### config.mk
export PLATFORM = sky130hd
export DESIGN_NAME = sram_bus_ctrl
export DESIGN_NICKNAME = d
export VERILOG_FILES = /design/src/rtl/sram_bus_ctrl.sv
export SDC_FILE = /design/constraint.sdc
export NUM_CORES = 1
export LEC_CHECK = 0
export ABC_AREA = 1
export BUFFER_PORTS_ARGS = -buffer_cell sky130_fd_sc_hd__buf_2
export CAP_MARGIN = 5
export CELL_PAD_IN_SITES_DETAIL_PLACEMENT = 0
export CELL_PAD_IN_SITES_GLOBAL_PLACEMENT = 1
export CORE_ASPECT_RATIO = 0.75
export CORE_MARGIN = 2
export CORE_UTILIZATION = 32
export CTS_CLUSTER_DIAMETER = 50
export CTS_CLUSTER_SIZE = 14
export DETAILED_ROUTE_END_ITERATION = 7
export PLACE_DENSITY = 0.75
export SLEW_MARGIN = 20
export SYNTH_ARGS = -nofsm -noshare
export SYNTH_HDL_FRONTEND = slang
export SYNTH_SLANG_ARGS = --single-unit
### constraint.sdc
create_clock -name clk -period 2 [get_ports clk]
set_input_delay 0 -clock clk [delete_from_list [all_inputs] [get_ports clk]]
set_output_delay 0 -clock clk [all_outputs]
set_load 0.05 [all_outputs]
### src/rtl/sram_bus_ctrl.sv
// Registered wait-state controller between the b16 memory bus and a 16-bit async SRAM.
// Latches one request, drives glitch-free registered strobes, returns read data with ready.
module sram_bus_ctrl #(
  parameter int unsigned WAIT = 3
) (
  input  logic        clk,
  input  logic        nreset,
  input  logic        sel,
  input  logic        r,
  input  logic [1:0]  w,
  input  logic [15:0] addr,
  input  logic [2:0]  bank,
  input  logic [15:0] din,
  output logic [15:0] dout,
  output logic        ready,
  output logic [17:0] sram_addr,
  input  logic [15:0] sram_dq_in,
  output logic [15:0] sram_dq_out,
  output logic        sram_dq_oe,
  output logic        sram_ce_n,
  output logic        sram_oe_n,
  output logic        sram_we_n,
  output logic        sram_ub_n,
  output logic        sram_lb_n
);

  localparam int unsigned CNT_W    = 4;
  localparam int unsigned WAIT_EFF = (WAIT == 0) ? 1 : WAIT;

  typedef enum logic [1:0] {IDLE, ACCESS, HOLD, DONE} state_t;

  state_t             state, state_d;
  logic [CNT_W-1:0]   cnt, cnt_d;
  logic               wr, wr_d;
  logic [15:0]        dout_d, dq_out_d;
  logic [17:0]        addr_d;
  logic               dq_oe_d, ce_d, oe_d, we_d, ub_d, lb_d;
  logic               req, start;
  logic               unused;

  // Byte address bit 0 has no meaning on a 16-bit SRAM.
  assign unused = addr[0];

  assign req   = sel & (r | (|w));
  assign ready = ((state == IDLE) & ~req) | (state == DONE);

  always_ff @(posedge clk) begin
    if (!nreset) begin
      state       <= IDLE;
      cnt         <= '0;
      wr          <= 1'b0;
      dout        <= '0;
      sram_addr   <= '0;
      sram_dq_out <= '0;
      sram_dq_oe  <= 1'b0;
      sram_ce_n   <= 1'b1;
      sram_oe_n   <= 1'b1;
      sram_we_n   <= 1'b1;
      sram_ub_n   <= 1'b1;
      sram_lb_n   <= 1'b1;
    end else begin
      state       <= state_d;
      cnt         <= cnt_d;
      wr          <= wr_d;
      dout        <= dout_d;
      sram_addr   <= addr_d;
      sram_dq_out <= dq_out_d;
      sram_dq_oe  <= dq_oe_d;
      sram_ce_n   <= ce_d;
      sram_oe_n   <= oe_d;
      sram_we_n   <= we_d;
      sram_ub_n   <= ub_d;
      sram_lb_n   <= lb_d;
    end
  end

  // Next state plus next value of every registered pin.
  always_comb begin
    state_d  = state;
    cnt_d    = cnt;
    wr_d     = wr;
    dout_d   = dout;
    addr_d   = sram_addr;
    dq_out_d = sram_dq_out;
    dq_oe_d  = sram_dq_oe;
    ce_d     = sram_ce_n;
    oe_d     = sram_oe_n;
    we_d     = sram_we_n;
    ub_d     = sram_ub_n;
    lb_d     = sram_lb_n;
    start    = 1'b0;

    case (state)
      IDLE: start = req;
      ACCESS: begin
        if (cnt == '0) begin
          if (wr) begin
            // WE rises first; data and CE stay one more cycle for hold time.
            state_d = HOLD;
            we_d    = 1'b1;
          end else begin
            state_d = DONE;
            dout_d  = sram_dq_in;
            ce_d    = 1'b1;
            oe_d    = 1'b1;
            ub_d    = 1'b1;
            lb_d    = 1'b1;
          end
        end else begin
          cnt_d = cnt - CNT_W'(1);
        end
      end
      HOLD: begin
        state_d = DONE;
        ce_d    = 1'b1;
        we_d    = 1'b1;
        ub_d    = 1'b1;
        lb_d    = 1'b1;
        dq_oe_d = 1'b0;
      end
      DONE: begin
        start   = req;
        state_d = IDLE;
      end
      default: state_d = IDLE;
    endcase

    // Latch the request and assert strobes; write wins over read.
    if (start) begin
      state_d  = ACCESS;
      cnt_d    = CNT_W'(WAIT_EFF - 1);
      wr_d     = |w;
      addr_d   = {bank, addr[15:1]};
      dq_out_d = din;
      ce_d     = 1'b0;
      if (|w) begin
        oe_d    = 1'b1;
        we_d    = 1'b0;
        dq_oe_d = 1'b1;
        ub_d    = ~w[1];
        lb_d    = ~w[0];
      end else begin
        oe_d    = 1'b0;
        we_d    = 1'b1;
        dq_oe_d = 1'b0;
        ub_d    = 1'b0;
        lb_d    = 1'b0;
      end
    end
  end

endmodule

==> out/qor.log <==
qor: outcome.outcome finished clean
qor: synthesis.yosys_warnings 0
qor: global_route.grt_max_degree 38
qor: route.drt_iter0_drc 89
qor: global_route.grt.overflow.total 0
qor: synthesis.synth_top_flop_cell sky130_fd_sc_hd__dfxtp_1
qor: route.remaining_drc_errors 0
qor: pwr.vdd_drop_max 711 µV
qor: setup_path.worstSetupStartpointType flop
qor: die.start_util 33.3%
qor: min_path.hold-path-cell-count 3
qor: sta.rsz_0062_raised_after_global_routing false
qor: clocking.clkSinkCount 63
qor: clocking.clkLatencyLatePin 0.33 ns
qor: min_path.min_path_type input port to flop
qor: setup_path.critical_path.max_fanout 27
qor: setup_path.timing.critical_path.required 2.25 ns
qor: sta.fin_setup_tns 0 ns
qor: final_layout.finalCoreUtilization 51.4%
qor: pwr.int_pwr 3.08 mW
qor: clocking.tritoncts yes
qor: final_layout.areaGrowthSynthToFinish 54.4%
qor: synthesis.synth_enable_flop_cells 0
qor: route.vias 2,567
qor: pwr.static-leakage-power 1.84 nW
qor: global_route.grt_pass1_wl 11,200 µm
qor: clocking.cts.clk_slew.worst_paths 0.07 ns
qor: clocking.cts-buffers-inserted 9
qor: route.ant_nets 0
qor: placement.dp_hpwl 4420 µm
qor: global_route.globalRouteTotalUtil 16.8%
qor: die.floorplan.die_area 0.00842 mm²
qor: sta.drv_slew 0
qor: sta.post-route-min-period 1.83 ns
qor: clocking.cts_htree_levels 3
qor: synthesis.syn_avg_cell_area 7.69 µm²
qor: route.routed_via_density 4.37
qor: die.die_w 105 µm
qor: setup_path.r2r.worst_path.cells 8
qor: setup_path.r2r_start state[0]
qor: die.core_ar 0.00740 mm²
qor: sta.timing.max_slew.rel_slack 57.2%
qor: setup_path.arrival 2.09 ns
qor: route.avgRoutedWirePerCell 11.5 µm
qor: route.drt_pre_antenna_iters 4
qor: clocking.cts.repair_timing.setup_buffer_count 0
qor: final_layout.fin_nets 546
qor: sta.post-route-period-util 91.7%
qor: synthesis.synthCells 320
qor: pwr.power.share.combinational 51.0%
qor: global_route.grt_antenna_before_repair 0
qor: setup_path.kind_of_critical_path flop to flop
qor: placement.port_buffers 112
qor: clocking.cts_root_buffer sky130_fd_sc_hd__clkbuf_8
qor: synthesis.count_of_cell_types_in_the_netlist 24
qor: sta.final-setup-viol-count 0
qor: min_path.hold-path-endpoint sram_oe_n
qor: pwr.power.density 1580 mW/mm²
qor: flow_run.cap_violations 0
qor: die.boundaryPins 114
qor: synthesis.post_synthesis_net_count 383
qor: sta.hold_viol_final 0
qor: clocking.clock_path_buffers 2
qor: pwr.sw_frac_of_total 48.7%
qor: sta.clock_skew 0.00798 ns
qor: die.die_height 80.0 µm
qor: synthesis.postSynthRegisterBits 63
qor: pwr.power.sequential.fraction 30.6%
qor: placement.place.gp.congestion 0.682
qor: sta.worst_pin_slew 0.642 ns
qor: setup_path.r2r_end sram_addr[12]
qor: final_layout.drive_above_1_share 28.5%
qor: final_layout.antenna_cells_inserted 0
qor: synthesis.synth_sequential_area_ratio 51.2%
qor: setup_path.rrSetupSlack 0.17 ns
qor: die.rows 27
qor: global_route.number_of_global_route_vias_before_repair 2,525
qor: pwr.clockPowerShare 18.4%
qor: setup_path.end_kind flop
qor: min_path.min-delay-start w[0]
qor: sta.fmax 0.545 GHz
qor: synthesis.async_flop_share 0%
qor: synthesis.synthesis.area 0.00246 mm²
qor: pwr.netSwitchingPower 2.93 mW
qor: route.wl 6780 µm
[registers in the layout, indices dropped and copies added, names as in the netlist, 2 cells and up]
name and flops:
sram_dq_out 16, cnt 4, sram_addr 18, state 2, dout 16
[worst max path at each step]
stage              from              to  slack (ns)  cells past startpoint
3_5_place_dp   state[0]   sram_addr[12]        0.04                      8
3_3_place_gp   state[0]  sram_dq_out[2]        0.12                      8
4_1_cts        state[0]   sram_addr[12]        0.04                      8
5_1_grt        state[1]   sram_addr[12]        0.01                      8
6_report       state[0]   sram_addr[12]        0.17                      8
2_1_floorplan  state[0]       sram_we_n        0.47                      8
[cells in the final DEF (no fill, tap or decap)]
cell	count
sky130_fd_sc_hd__clkinv_2	1
sky130_fd_sc_hd__dlygate4sd3_1	50
sky130_fd_sc_hd__nand2_2	1
sky130_fd_sc_hd__o2111ai_1	1
sky130_fd_sc_hd__clkinvlp_4	1
sky130_fd_sc_hd__inv_2	1
sky130_fd_sc_hd__ha_1	6
sky130_fd_sc_hd__clkbuf_8	11
sky130_fd_sc_hd__inv_4	2
sky130_fd_sc_hd__or2_2	1
sky130_fd_sc_hd__nand2_1	94
sky130_fd_sc_hd__buf_2	112
sky130_fd_sc_hd__nor3_1	1
sky130_fd_sc_hd__nand3_4	1
sky130_fd_sc_hd__dfxtp_1	63
sky130_fd_sc_hd__nand3b_1	1
sky130_fd_sc_hd__xor2_1	1
sky130_fd_sc_hd__nor3_4	1
sky130_fd_sc_hd__nor2_2	2
sky130_fd_sc_hd__clkbuf_1	1
sky130_fd_sc_hd__a21oi_1	42
sky130_fd_sc_hd__nor2_1	37
sky130_fd_sc_hd__nand3_1	14
sky130_fd_sc_hd__o21ai_1	2
sky130_fd_sc_hd__buf_4	2
sky130_fd_sc_hd__inv_1	15
sky130_fd_sc_hd__bufinv_16	1
sky130_fd_sc_hd__o21ai_0	20
sky130_fd_sc_hd__buf_6	2
[per-layer routing]
metal | GRT usage, % | share of wire, %
met3 | 5.71 | 5.1
met2 | 28.5 | 47
met4 | 8.40 | 2.1
met5 | 0 | 0
met1 | 18.9 | 45
[critical path, stage by stage (launching register included)]
cell and delay, ns:
sky130_fd_sc_hd__dfxtp_1 0.44, sky130_fd_sc_hd__inv_1 0.10, sky130_fd_sc_hd__ha_1 0.30, sky130_fd_sc_hd__inv_1 0.11
sky130_fd_sc_hd__nand3_4 0.17, sky130_fd_sc_hd__inv_4 0.16, sky130_fd_sc_hd__buf_6 0.24, sky130_fd_sc_hd__nand2_1 0.09
sky130_fd_sc_hd__a21oi_1 0.15
[cells in the mapped netlist (2+ instances only)]
library cell                n  share of area, %
sky130_fd_sc_hd__nand2_1   94                14
sky130_fd_sc_hd__dfxtp_1   63                51
sky130_fd_sc_hd__a21oi_1   42               8.5
sky130_fd_sc_hd__nor2_1    37               5.6
sky130_fd_sc_hd__o21ai_0   21               4.3
sky130_fd_sc_hd__inv_1     15               2.3
sky130_fd_sc_hd__nand3_1   14               2.8
sky130_fd_sc_hd__ha_1       6               3.0
sky130_fd_sc_hd__buf_2      5               1.0
sky130_fd_sc_hd__clkbuf_1   4              0.61
sky130_fd_sc_hd__buf_4      3              0.91
sky130_fd_sc_hd__buf_6      2              0.91
sky130_fd_sc_hd__inv_2      2              0.30
sky130_fd_sc_hd__nor2_2     2              0.51
[power by group through the flow]
stage               clock, mW  sequential [mW]  combinational [mW]
detailed placement          0             1.86                2.98
global placement            0             1.84                2.96
global route             1.20             1.88                3.36
CTS                      1.14             1.83                3.07
floorplan                   0             2.98                1.22
finish                   1.10             1.84                3.06
[cell families (layout without fill, tap and decap cells)]
| group | Yosys count | in the layout | synth area share, % |
|---|---|---|---|
| compound gates | 65 | 65 | 13.4 |
| xor+xnor | 1 | 1 | 0.356 |
| fa+ha+maj | 6 | 6 | 3.05 |
| buf+inv | 32 | 199 | 6.30 |
| flops | 63 | 63 | 51.2 |
| simple gates | 153 | 153 | 25.7 |
[through the flow]
step	area (µm²)	setup slack, ns	hold slack, ns	std cells	total power [mW]
4_1_cts	3790	0.0377	0.0506	588	6.04
3_5_place_dp	3090	0.0390	0.231	523	4.84
2_1_floorplan	2460	0.474	0.128	320	4.20
6_report	3800	0.166	0.0210	588	6.01
3_3_place_gp	3090	0.118	0.223	523	4.81
5_1_grt	3800	0.0134	0.0182	588	6.44
[final cells by class]
cell class | instances | area (µm²)
Inverter | 18 | 72.6
Clock buffer | 12 | 155
Fill cell | 726 | 3600
Multi-Input combinational cell | 225 | 1050
Tap cell | 101 | 126
Timing Repair Buffer | 166 | 1100
Sequential cell | 63 | 1260
Clock inverter | 3 | 42.5
[repair_timing]
item	in CTS	in global routing
endpoints found under the hold margin	50	0
gates resized for setup	0	4
hold buffers	50	0
endpoints found under the setup margin	0	28
Power figures use the tool's default switching activity.
